[config.mk]
export PLATFORM = sky130hd
export DESIGN_NAME = cdc_handshake_tx
export DESIGN_NICKNAME = d
export VERILOG_FILES = /design/src/rtl/cdc_pkg.sv /design/src/rtl/sync_bit_ar.sv /design/src/rtl/cdc_handshake_tx.sv
export SDC_FILE = /design/constraint.sdc
export NUM_CORES = 1
export LEC_CHECK = 0
export CORE_UTILIZATION = 35
export CTS_CLUSTER_DIAMETER = 200
export DETAILED_ROUTE_END_ITERATION = 16
export HOLD_SLACK_MARGIN = 0.1
export PLACE_DENSITY_LB_ADDON = 0.25
export SLEW_MARGIN = 10
export SYNTH_ARGS = -nofsm -noshare
export SYNTH_HDL_FRONTEND = slang
export SYNTH_SLANG_ARGS = --single-unit
[constraint.sdc]
create_clock -name clk -period 1.6 [get_ports clk]
set_input_delay 0.16 -clock clk [delete_from_list [all_inputs] [get_ports clk]]
set_output_delay 0.16 -clock clk [all_outputs]
set_load 0.03 [all_outputs]
[src/rtl/cdc_pkg.sv]
// Shared types for the req/ack clock-domain-crossing handshake blocks.
package cdc_pkg;

    typedef enum logic [1:0] {
        IDLE        = 2'd0,
        WAIT_ACK_HI = 2'd1,
        WAIT_ACK_LO = 2'd2
    } tx_state_t;

    // Width able to hold 0..timeout; a disabled timeout still gets a 1-bit counter.
    function automatic int timeout_cnt_width(input int timeout);
        return (timeout < 1) ? 1 : $clog2(timeout + 1);
    endfunction

endpackage

[src/rtl/sync_bit_ar.sv]
// Two-flop single-bit synchronizer with asynchronous active-low reset.
module sync_bit_ar (
    input  logic clk,
    input  logic resetn,
    input  logic d,
    output logic q
);

    logic meta;

    always_ff @(posedge clk or negedge resetn) begin
        if (!resetn) begin
            meta <= 1'b0;
            q    <= 1'b0;
        end else begin
            meta <= d;
            q    <= meta;
        end
    end

endmodule

[src/rtl/cdc_handshake_tx.sv]
// Sending end of a four-phase req/ack crossing out of the clk domain.
//   state       | meaning
//   IDLE        | no transfer in flight, word accepted when ack_s is low
//   WAIT_ACK_HI | req high, waiting for the far side to acknowledge
//   WAIT_ACK_LO | req dropped, waiting for ack to return low
module cdc_handshake_tx
    import cdc_pkg::*;
#(
    parameter int SIZE    = 8,
    parameter int TIMEOUT = 1024
) (
    input  logic            clk,
    input  logic            resetn,
    input  logic [SIZE-1:0] in_data,
    input  logic            in_valid,
    output logic            in_ready,
    output logic            req,
    output logic [SIZE-1:0] data_out,
    input  logic            ack,
    output logic            done,
    output logic            err
);

    localparam int            CW     = timeout_cnt_width(TIMEOUT);
    localparam logic [CW-1:0] TO_MAX = CW'(TIMEOUT);

    tx_state_t     state, state_nxt;
    logic          ack_s;
    logic          accept;
    logic          in_wait;
    logic          state_chg;
    logic [1:0]    warm_cnt;
    logic          warm_done;
    logic [CW-1:0] to_cnt;
    logic [CW-1:0] to_cnt_inc;

    sync_bit_ar u_ack_sync (
        .clk    (clk),
        .resetn (resetn),
        .d      (ack),
        .q      (ack_s)
    );

    // ack_s reads 0 straight out of reset even if the far side still holds ack;
    // hold off readiness until the synchronizer has refilled.
    always_ff @(posedge clk or negedge resetn) begin
        if (!resetn) begin
            warm_cnt <= 2'd2;
        end else if (!warm_done) begin
            warm_cnt <= warm_cnt - 2'd1;
        end
    end

    assign warm_done = (warm_cnt == 2'd0);
    assign accept    = in_valid && in_ready;

    always_ff @(posedge clk or negedge resetn) begin
        if (!resetn) begin
            state <= IDLE;
        end else begin
            state <= state_nxt;
        end
    end

    always_comb begin
        state_nxt = state;
        case (state)
            IDLE: begin
                if (accept) state_nxt = WAIT_ACK_HI;
            end
            WAIT_ACK_HI: begin
                if (ack_s) state_nxt = WAIT_ACK_LO;
            end
            WAIT_ACK_LO: begin
                if (accept)      state_nxt = WAIT_ACK_HI;
                else if (!ack_s) state_nxt = IDLE;
            end
            default: state_nxt = IDLE;
        endcase
    end

    // The completion cycle of WAIT_ACK_LO already accepts the next word,
    // which gives the 6-cycle minimum period.
    always_comb begin
        in_ready = 1'b0;
        done     = 1'b0;
        case (state)
            IDLE: begin
                in_ready = warm_done && !ack_s;
            end
            WAIT_ACK_LO: begin
                in_ready = !ack_s;
                done     = !ack_s;
            end
            default: begin
                in_ready = 1'b0;
                done     = 1'b0;
            end
        endcase
    end

    always_ff @(posedge clk or negedge resetn) begin
        if (!resetn) begin
            req      <= 1'b0;
            data_out <= '0;
        end else if (accept) begin
            req      <= 1'b1;
            data_out <= in_data;
        end else if (state == WAIT_ACK_HI && ack_s) begin
            req      <= 1'b0;
        end
    end

    assign in_wait    = (state != IDLE);
    assign state_chg  = (state_nxt != state);
    assign to_cnt_inc = to_cnt + CW'(1);

    always_ff @(posedge clk or negedge resetn) begin
        if (!resetn) begin
            to_cnt <= '0;
            err    <= 1'b0;
        end else begin
            if (state_chg || !in_wait) begin
                to_cnt <= '0;
            end else if (to_cnt != TO_MAX) begin
                to_cnt <= to_cnt_inc;
            end
            if (TIMEOUT != 0 && in_wait && !state_chg && to_cnt_inc == TO_MAX) begin
                err <= 1'b1;
            end
        end
    end

endmodule

==> impl_metrics.env, run 1 <==
export IMPL_status="completed"
export IMPL_clk_pin_slew_ps=90
export IMPL_dp_cells=198
export IMPL_grt_setup_unrepaired="true"
export IMPL_r2r_cells=6
export IMPL_cts_sinks=27
export IMPL_yosys_warnings=0
export IMPL_rr_endpoint="data_out[4]$_DFFE_PN0P_"
export IMPL_ioPinCount=24
export IMPL_htree_levels=1
export IMPL_hold_viol=0
export IMPL_irDropWorstVdd_uv=554
export IMPL_worstPathRequired_ps=1760
export IMPL_grt_pass1_wl_um=4420
export IMPL_cts_path_max_buffers=2
export IMPL_grt_pass1_vias=1008
export IMPL_gp_congestion=0.794
export IMPL_nets=171
export IMPL_grt_max_degree=28
export IMPL_n_antenna_cell=0
export IMPL_post_cts_buffers=0
export IMPL_synth_xor_area_share_pct=7.87
export IMPL_synth_seq_cells=27
export IMPL_synth_edff_count=0
export IMPL_cts_tree="done"
export IMPL_die_w_um=63.8
export IMPL_period_minus_slack_ps=1530
export IMPL_dp_hpwl_um=1830
export IMPL_die_area_um2=4070
export IMPL_final_util_pct=48.7
export IMPL_numCtsBuffers=3
export IMPL_synth_nets=137
export IMPL_synth_cell_types=35
export IMPL_finalMaxSlewViolations=0
export IMPL_clock_insertion_delay_worst_skew_ps=270
export IMPL_muxShareOfSynthArea_pct=9.08
export IMPL_synthAdderAreaFrac_pct=3.75
export IMPL_maxCapViolations=0
export IMPL_cts_root_buf="clkbuf_8"
export IMPL_synthSimpleGateAreaFrac_pct=19.9
export IMPL_synth_area_per_cell_um2=11.0
export IMPL_r2r_start="warm_cnt[1]$_DFFE_PN1P_"
export IMPL_wirelength_um=2480
export IMPL_drc=0
export IMPL_design_core_area_um2=3660
export IMPL_finalSetupViolCount=0
export IMPL_ant_nets=0
export IMPL_overflow=0
export IMPL_max_freq_ghz=0.654
export IMPL_synth_ff_type="dfrtp_1"
export IMPL_synth_top_family_by_area="simple AND/OR/NAND/NOR gates"
export IMPL_p_per_area_nw_per_um2=897
export IMPL_vias=965
export IMPL_path_class="reg2reg"
export IMPL_final_cell_mix="dfrtp_1 (24), clkdlybuf4s50_1 (21), nor2_1 (13), buf_4 (12)"
export IMPL_drive_gt1_share_pct=29.2
export IMPL_start_kind="flop"
export IMPL_ys_seq_area_share_pct=50.7
export IMPL_r2r_setup_slack_ps=70
export IMPL_cp_arrival_ps=1690
export IMPL_hold_worst_slack_ps=253
export IMPL_dr_first_iter_drc_count=44
export IMPL_dr_pass1_iters=4
export IMPL_grt_antenna_before_repair=0
export IMPL_wire_per_inst_um=12.3
export IMPL_io_buffer_count=23
export IMPL_instances_no_fill=202
export IMPL_leakagePower_nw=0.759
export IMPL_via_per_inst=4.78
export IMPL_hold_class="in2async"
export IMPL_clock_skew_ps=4.02
export IMPL_max_slew_margin_pct=77.4
export IMPL_area_growth_pct=33.4
export IMPL_tightest_slew_ps=339
export IMPL_initial_utilization_pct=36.5
export IMPL_layout_worst_path_cycle_share_pct=95.6
export IMPL_endpoint_kind="flop"
export IMPL_ys_async_sr_fraction_pct=100
export IMPL_die_y_um=63.8
export IMPL_fp_row_count=22
export IMPL_grtUsageTotal_pct=14.0
export IMPL_path_max_fanout=10
export IMPL_syn_area_um2=1340
export IMPL_synthCells=121
export IMPL_synth_compound_area_share_pct=4.21
export IMPL_final_common_cell="dfrtp_1"
## cell type report
type	count	area, µm²
clock buffer	3	41.3
inverter	5	18.8
multi-input combinational	83	658
clock inverter	1	5.00
timing repair buffer	35	320
tap	48	60.1
sequential	27	679
fill	334	1880
## sequential cells by signal, summed over array words and instances (netlist names)
signal / flops
data_out: 8
err: 1
req: 1
state: 2
to_cnt: 11
u_ack_sync.meta: 1
u_ack_sync.q: 1
warm_cnt: 2
## metrics by stage
step | setup slack (ps) | total power, mW | setup TNS (ps) | cell area [µm²]
6_report | 70.4 | 1.60 | 0 | 1780
5_1_grt | -38.6 | 1.70 | -70.0 | 1780
4_1_cts | 10.1 | 1.62 | 0 | 1760
3_5_place_dp | 18.5 | 1.23 | 0 | 1720
3_3_place_gp | 51.5 | 1.21 | 0 | 1720
2_1_floorplan | 1.32 | 1.02 | 0 | 1380
## how the worst max path moves through the flow
stage | startpoint | endpoint | slack [ps] | cells after the start
2_1_floorplan | warm_cnt[1]$_DFFE_PN1P_ | data_out[0]$_DFFE_PN0P_ | 1 | 6
3_3_place_gp | to_cnt[0]$_DFFE_PN0P_ | err$_DFFE_PN0P_ | 50 | 5
3_5_place_dp | to_cnt[0]$_DFFE_PN0P_ | err$_DFFE_PN0P_ | 20 | 5
4_1_cts | warm_cnt[1]$_DFFE_PN1P_ | in_ready | 10 | 5
5_1_grt | to_cnt[7]$_DFFE_PN0P_ | to_cnt[1]$_DFFE_PN0P_ | -40 | 6
6_report | warm_cnt[1]$_DFFE_PN1P_ | data_out[4]$_DFFE_PN0P_ | 70 | 6
## report_power, final
part           switching [mW]  leakage (nW)  total [mW]  internal [mW]
Combinational           0.216         0.391       0.423          0.207
Clock                   0.212        0.0255       0.387          0.175
Sequential             0.0430         0.342       0.791          0.747
Total                   0.471         0.759        1.60           1.13
## synth_stat cells (2+ instances only)
master | number | area [µm²]
a21oi_1 | 2 | 10.0
buf_2 | 3 | 15.0
buf_6 | 2 | 22.5
dfrtp_1 | 26 | 651
ha_1 | 4 | 50.1
inv_1 | 5 | 18.8
mux2_2 | 8 | 90.1
mux2i_1 | 2 | 20.0
nand2_1 | 7 | 26.3
nand2b_1 | 3 | 18.8
nand3_1 | 4 | 20.0
nand4_1 | 2 | 12.5
nor2_1 | 14 | 52.6
nor2_2 | 2 | 12.5
nor3_1 | 4 | 20.0
nor3_2 | 2 | 20.0
o21ai_0 | 3 | 15.0
xnor2_1 | 7 | 61.3
xor2_1 | 5 | 43.8
## worst max-delay path, cell delays in order, from the launching register on
cell and delay [ps]:
dfstp_2 540, inv_1 60, ha_4 180, nor2_4 100, nor3_4 60, nand2_4 130
mux2_2 350
## cell families after synthesis
kind of cell    after synthesis
simple gates                 48
flops                        27
xor+xnor                     12
buf+inv                      11
mux                          11
compound gates                8
fa+ha+maj                     4
## layer usage
layer  wire (µm)  global-route usage, %  up-vias  share of wire, %
li1            -                      -      469                 -
met5           0                      0        -                 0
met2        1260                   24.3       27                51
met4          15                   3.41        0              0.60
met1        1060                   16.2      466                43
met3         146                   5.18        3               5.9
## timing repair
item,in CTS,in global routing
pin swaps,0,1
setup endpoints to repair,1,11
resized for setup,1,7
hold buffers,0,0
Note: power is estimated with default switching activity, not from simulation.
==> run 2, diff against run 1 <==
--- a/config.mk
+++ b/config.mk
@@ -5,11 +5,12 @@
 export SDC_FILE = /design/constraint.sdc
 export NUM_CORES = 1
 export LEC_CHECK = 0
+export CORE_MARGIN = 2
 export CORE_UTILIZATION = 35
 export CTS_CLUSTER_DIAMETER = 200
 export DETAILED_ROUTE_END_ITERATION = 16
 export HOLD_SLACK_MARGIN = 0.1
-export PLACE_DENSITY_LB_ADDON = 0.25
+export PLACE_DENSITY_LB_ADDON = 0.05
 export SLEW_MARGIN = 10
 export SYNTH_ARGS = -nofsm -noshare
 export SYNTH_HDL_FRONTEND = slang
==> run 2 against run 1 <==
Clock skew is 1.9 ps higher. Sequential share of layout area is 0.78 points lower. Non-clock buffer count is 4 higher. Via count is 2.0% lower. Utilization is 0.92 points higher. Register-to-register slack hardly changed. Fmax is 0.55% higher. Global-route usage is 0.95 points lower. Critical endpoint is now data_out[2]$_DFFE_PN0P_.
==> impl_metrics.env, run 2 (same netlist as run 1, synthesis figures left out) <==
export IMPL_grt_max_degree=28
export IMPL_clk_pin_slew_ps=90
export IMPL_drive_gt1_share_pct=31.0
export IMPL_max_freq_ghz=0.657
export IMPL_initial_utilization_pct=36.5
export IMPL_path_max_fanout=10
export IMPL_vias=946
export IMPL_leakagePower_nw=0.774
export IMPL_dr_first_iter_drc_count=24
export IMPL_finalMaxSlewViolations=0
export IMPL_numCtsBuffers=3
export IMPL_status="completed"
export IMPL_die_w_um=65.8
export IMPL_hold_viol=0
export IMPL_crit_end="data_out[2]$_DFFE_PN0P_"
export IMPL_period_minus_slack_ps=1520
export IMPL_fin_tns_setup_ps=0
export IMPL_tightest_slew_ps=345
export IMPL_path_class="reg2reg"
export IMPL_crit_slowest_cell="dfstp_2"
export IMPL_area_growth_pct=36.0
export IMPL_r2r_cells=6
export IMPL_cts_path_max_buffers=2
export IMPL_via_per_inst=4.59
export IMPL_dp_hpwl_um=1840
export IMPL_final_common_cell="dfrtp_1"
export IMPL_rr_endpoint="data_out[2]$_DFFE_PN0P_"
export IMPL_grt_pass1_wl_um=4260
export IMPL_ant_nets=0
export IMPL_nets=175
export IMPL_slowest_delay_ps=540
export IMPL_gp_congestion=0.787
export IMPL_largest_register="to_cnt"
export IMPL_critical_path_startpoint="warm_cnt[1]$_DFFE_PN1P_"
export IMPL_dr_pass1_iters=4
export IMPL_cts_tree="done"
export IMPL_io_buffer_count=23
export IMPL_finalSetupViolCount=0
export IMPL_wirelength_um=2460
export IMPL_grtUsageTotal_pct=13.1
export IMPL_max_slew_margin_pct=76.8
export IMPL_die_area_um2=4330
export IMPL_worstPathRequired_ps=1750
export IMPL_cts_sinks=27
export IMPL_fp_row_count=22
export IMPL_clock_insertion_delay_worst_skew_ps=270
export IMPL_largestRegisters="to_cnt (11), data_out (8)"
export IMPL_start_kind="flop"
export IMPL_htree_levels=1
export IMPL_clock_skew_ps=5.88
export IMPL_p_per_area_nw_per_um2=867
export IMPL_cp_arrival_ps=1670
export IMPL_wire_per_inst_um=11.9
export IMPL_power_total_mw=1.58
export IMPL_overflow=0
export IMPL_maxCapViolations=0
export IMPL_largest_reg_flops=11
export IMPL_worstPathCellList="inv_1, ha_4, nor2_4, nor3_4, nand2_4, mux2_2"
export IMPL_r2r_start="warm_cnt[1]$_DFFE_PN1P_"
export IMPL_layout_worst_path_cycle_share_pct=95.1
export IMPL_grt_setup_unrepaired="false"
export IMPL_drc=0
export IMPL_grt_antenna_before_repair=0
export IMPL_r2r_setup_slack_ps=80
export IMPL_grt_pass1_vias=973
export IMPL_endpoint_kind="flop"
export IMPL_die_y_um=65.8
export IMPL_fillers=337
export IMPL_final_cell_mix="dfrtp_1 (25), clkdlybuf4s50_1 (21), buf_4 (16), nor2_1 (13), mux2_2 (8)"
export IMPL_ioPinCount=24
export IMPL_n_antenna_cell=0
export IMPL_design_core_area_um2=3660
export IMPL_hold_class="in2async"
export IMPL_cts_root_buf="clkbuf_8"
export IMPL_irDropWorstVdd_uv=301
## run 2: worst min-delay path by stage
stage,start,end,depth (start not counted)
floorplan,resetn,data_out[0]$_DFFE_PN0P_,0
global placement,u_ack_sync.meta$_DFF_PN0_,u_ack_sync.q$_DFF_PN0_,0
detailed placement,u_ack_sync.meta$_DFF_PN0_,u_ack_sync.q$_DFF_PN0_,0
CTS,resetn,warm_cnt[0]$_DFFE_PN0P_,2
global route,resetn,warm_cnt[0]$_DFFE_PN0P_,2
finish,resetn,warm_cnt[0]$_DFFE_PN0P_,2
## run 2: timing repair
action / CTS / global route
endpoints found under the setup margin: 2 / 10
gates resized for setup: 1 / 9
pin swaps: 1 / 3
buffers inserted: 0 / 2
hold buffers: 0 / 0
## run 2: report_power, final
group / switching [mW] / internal [mW]
clock: 0.199 / 0.174
sequential: 0.0394 / 0.747
combinational: 0.213 / 0.203
## run 2: critical path: cells and delay by family (launching register included)
kind | cells | cell delay (ps)
buffers and inverters | 1 | 60
AND/OR/NAND/NOR | 3 | 280
multiplexers | 1 | 350
adder cells (fa/ha/maj) | 1 | 170
flip-flops | 1 | 540
## run 2: layer usage
layer	track usage (%)	vias up	wire length, µm
li1	-	480	-
met1	16.1	448	1110
met2	22.5	16	1230
met3	1.70	2	99
met4	6.25	0	22
met5	0	-	0
## run 2: cell type report
cell class | count | area (µm²) | area share [%]
inverters | 5 | 18.8 | 1.03
clock inverters | 1 | 5.00 | 0.275
repair buffers | 39 | 347 | 19.1
well taps | 48 | 60.1 | 3.31
flip-flops and latches | 27 | 678 | 37.3
clock buffers | 3 | 41.3 | 2.27
multi-input cells | 83 | 667 | 36.7
## run 2: metrics by stage
stage	cells	hold WS (ps)	instance area (µm²)	utilization [%]	setup slack [ps]
floorplan	121	-136	1380	-	1.32
global placement	200	334	1730	47.4	45.4
detailed placement	200	341	1730	47.4	16.7
CTS	204	271	1780	48.6	15.7
global route	206	281	1820	49.6	1.57
finish	206	267	1820	49.6	78.8
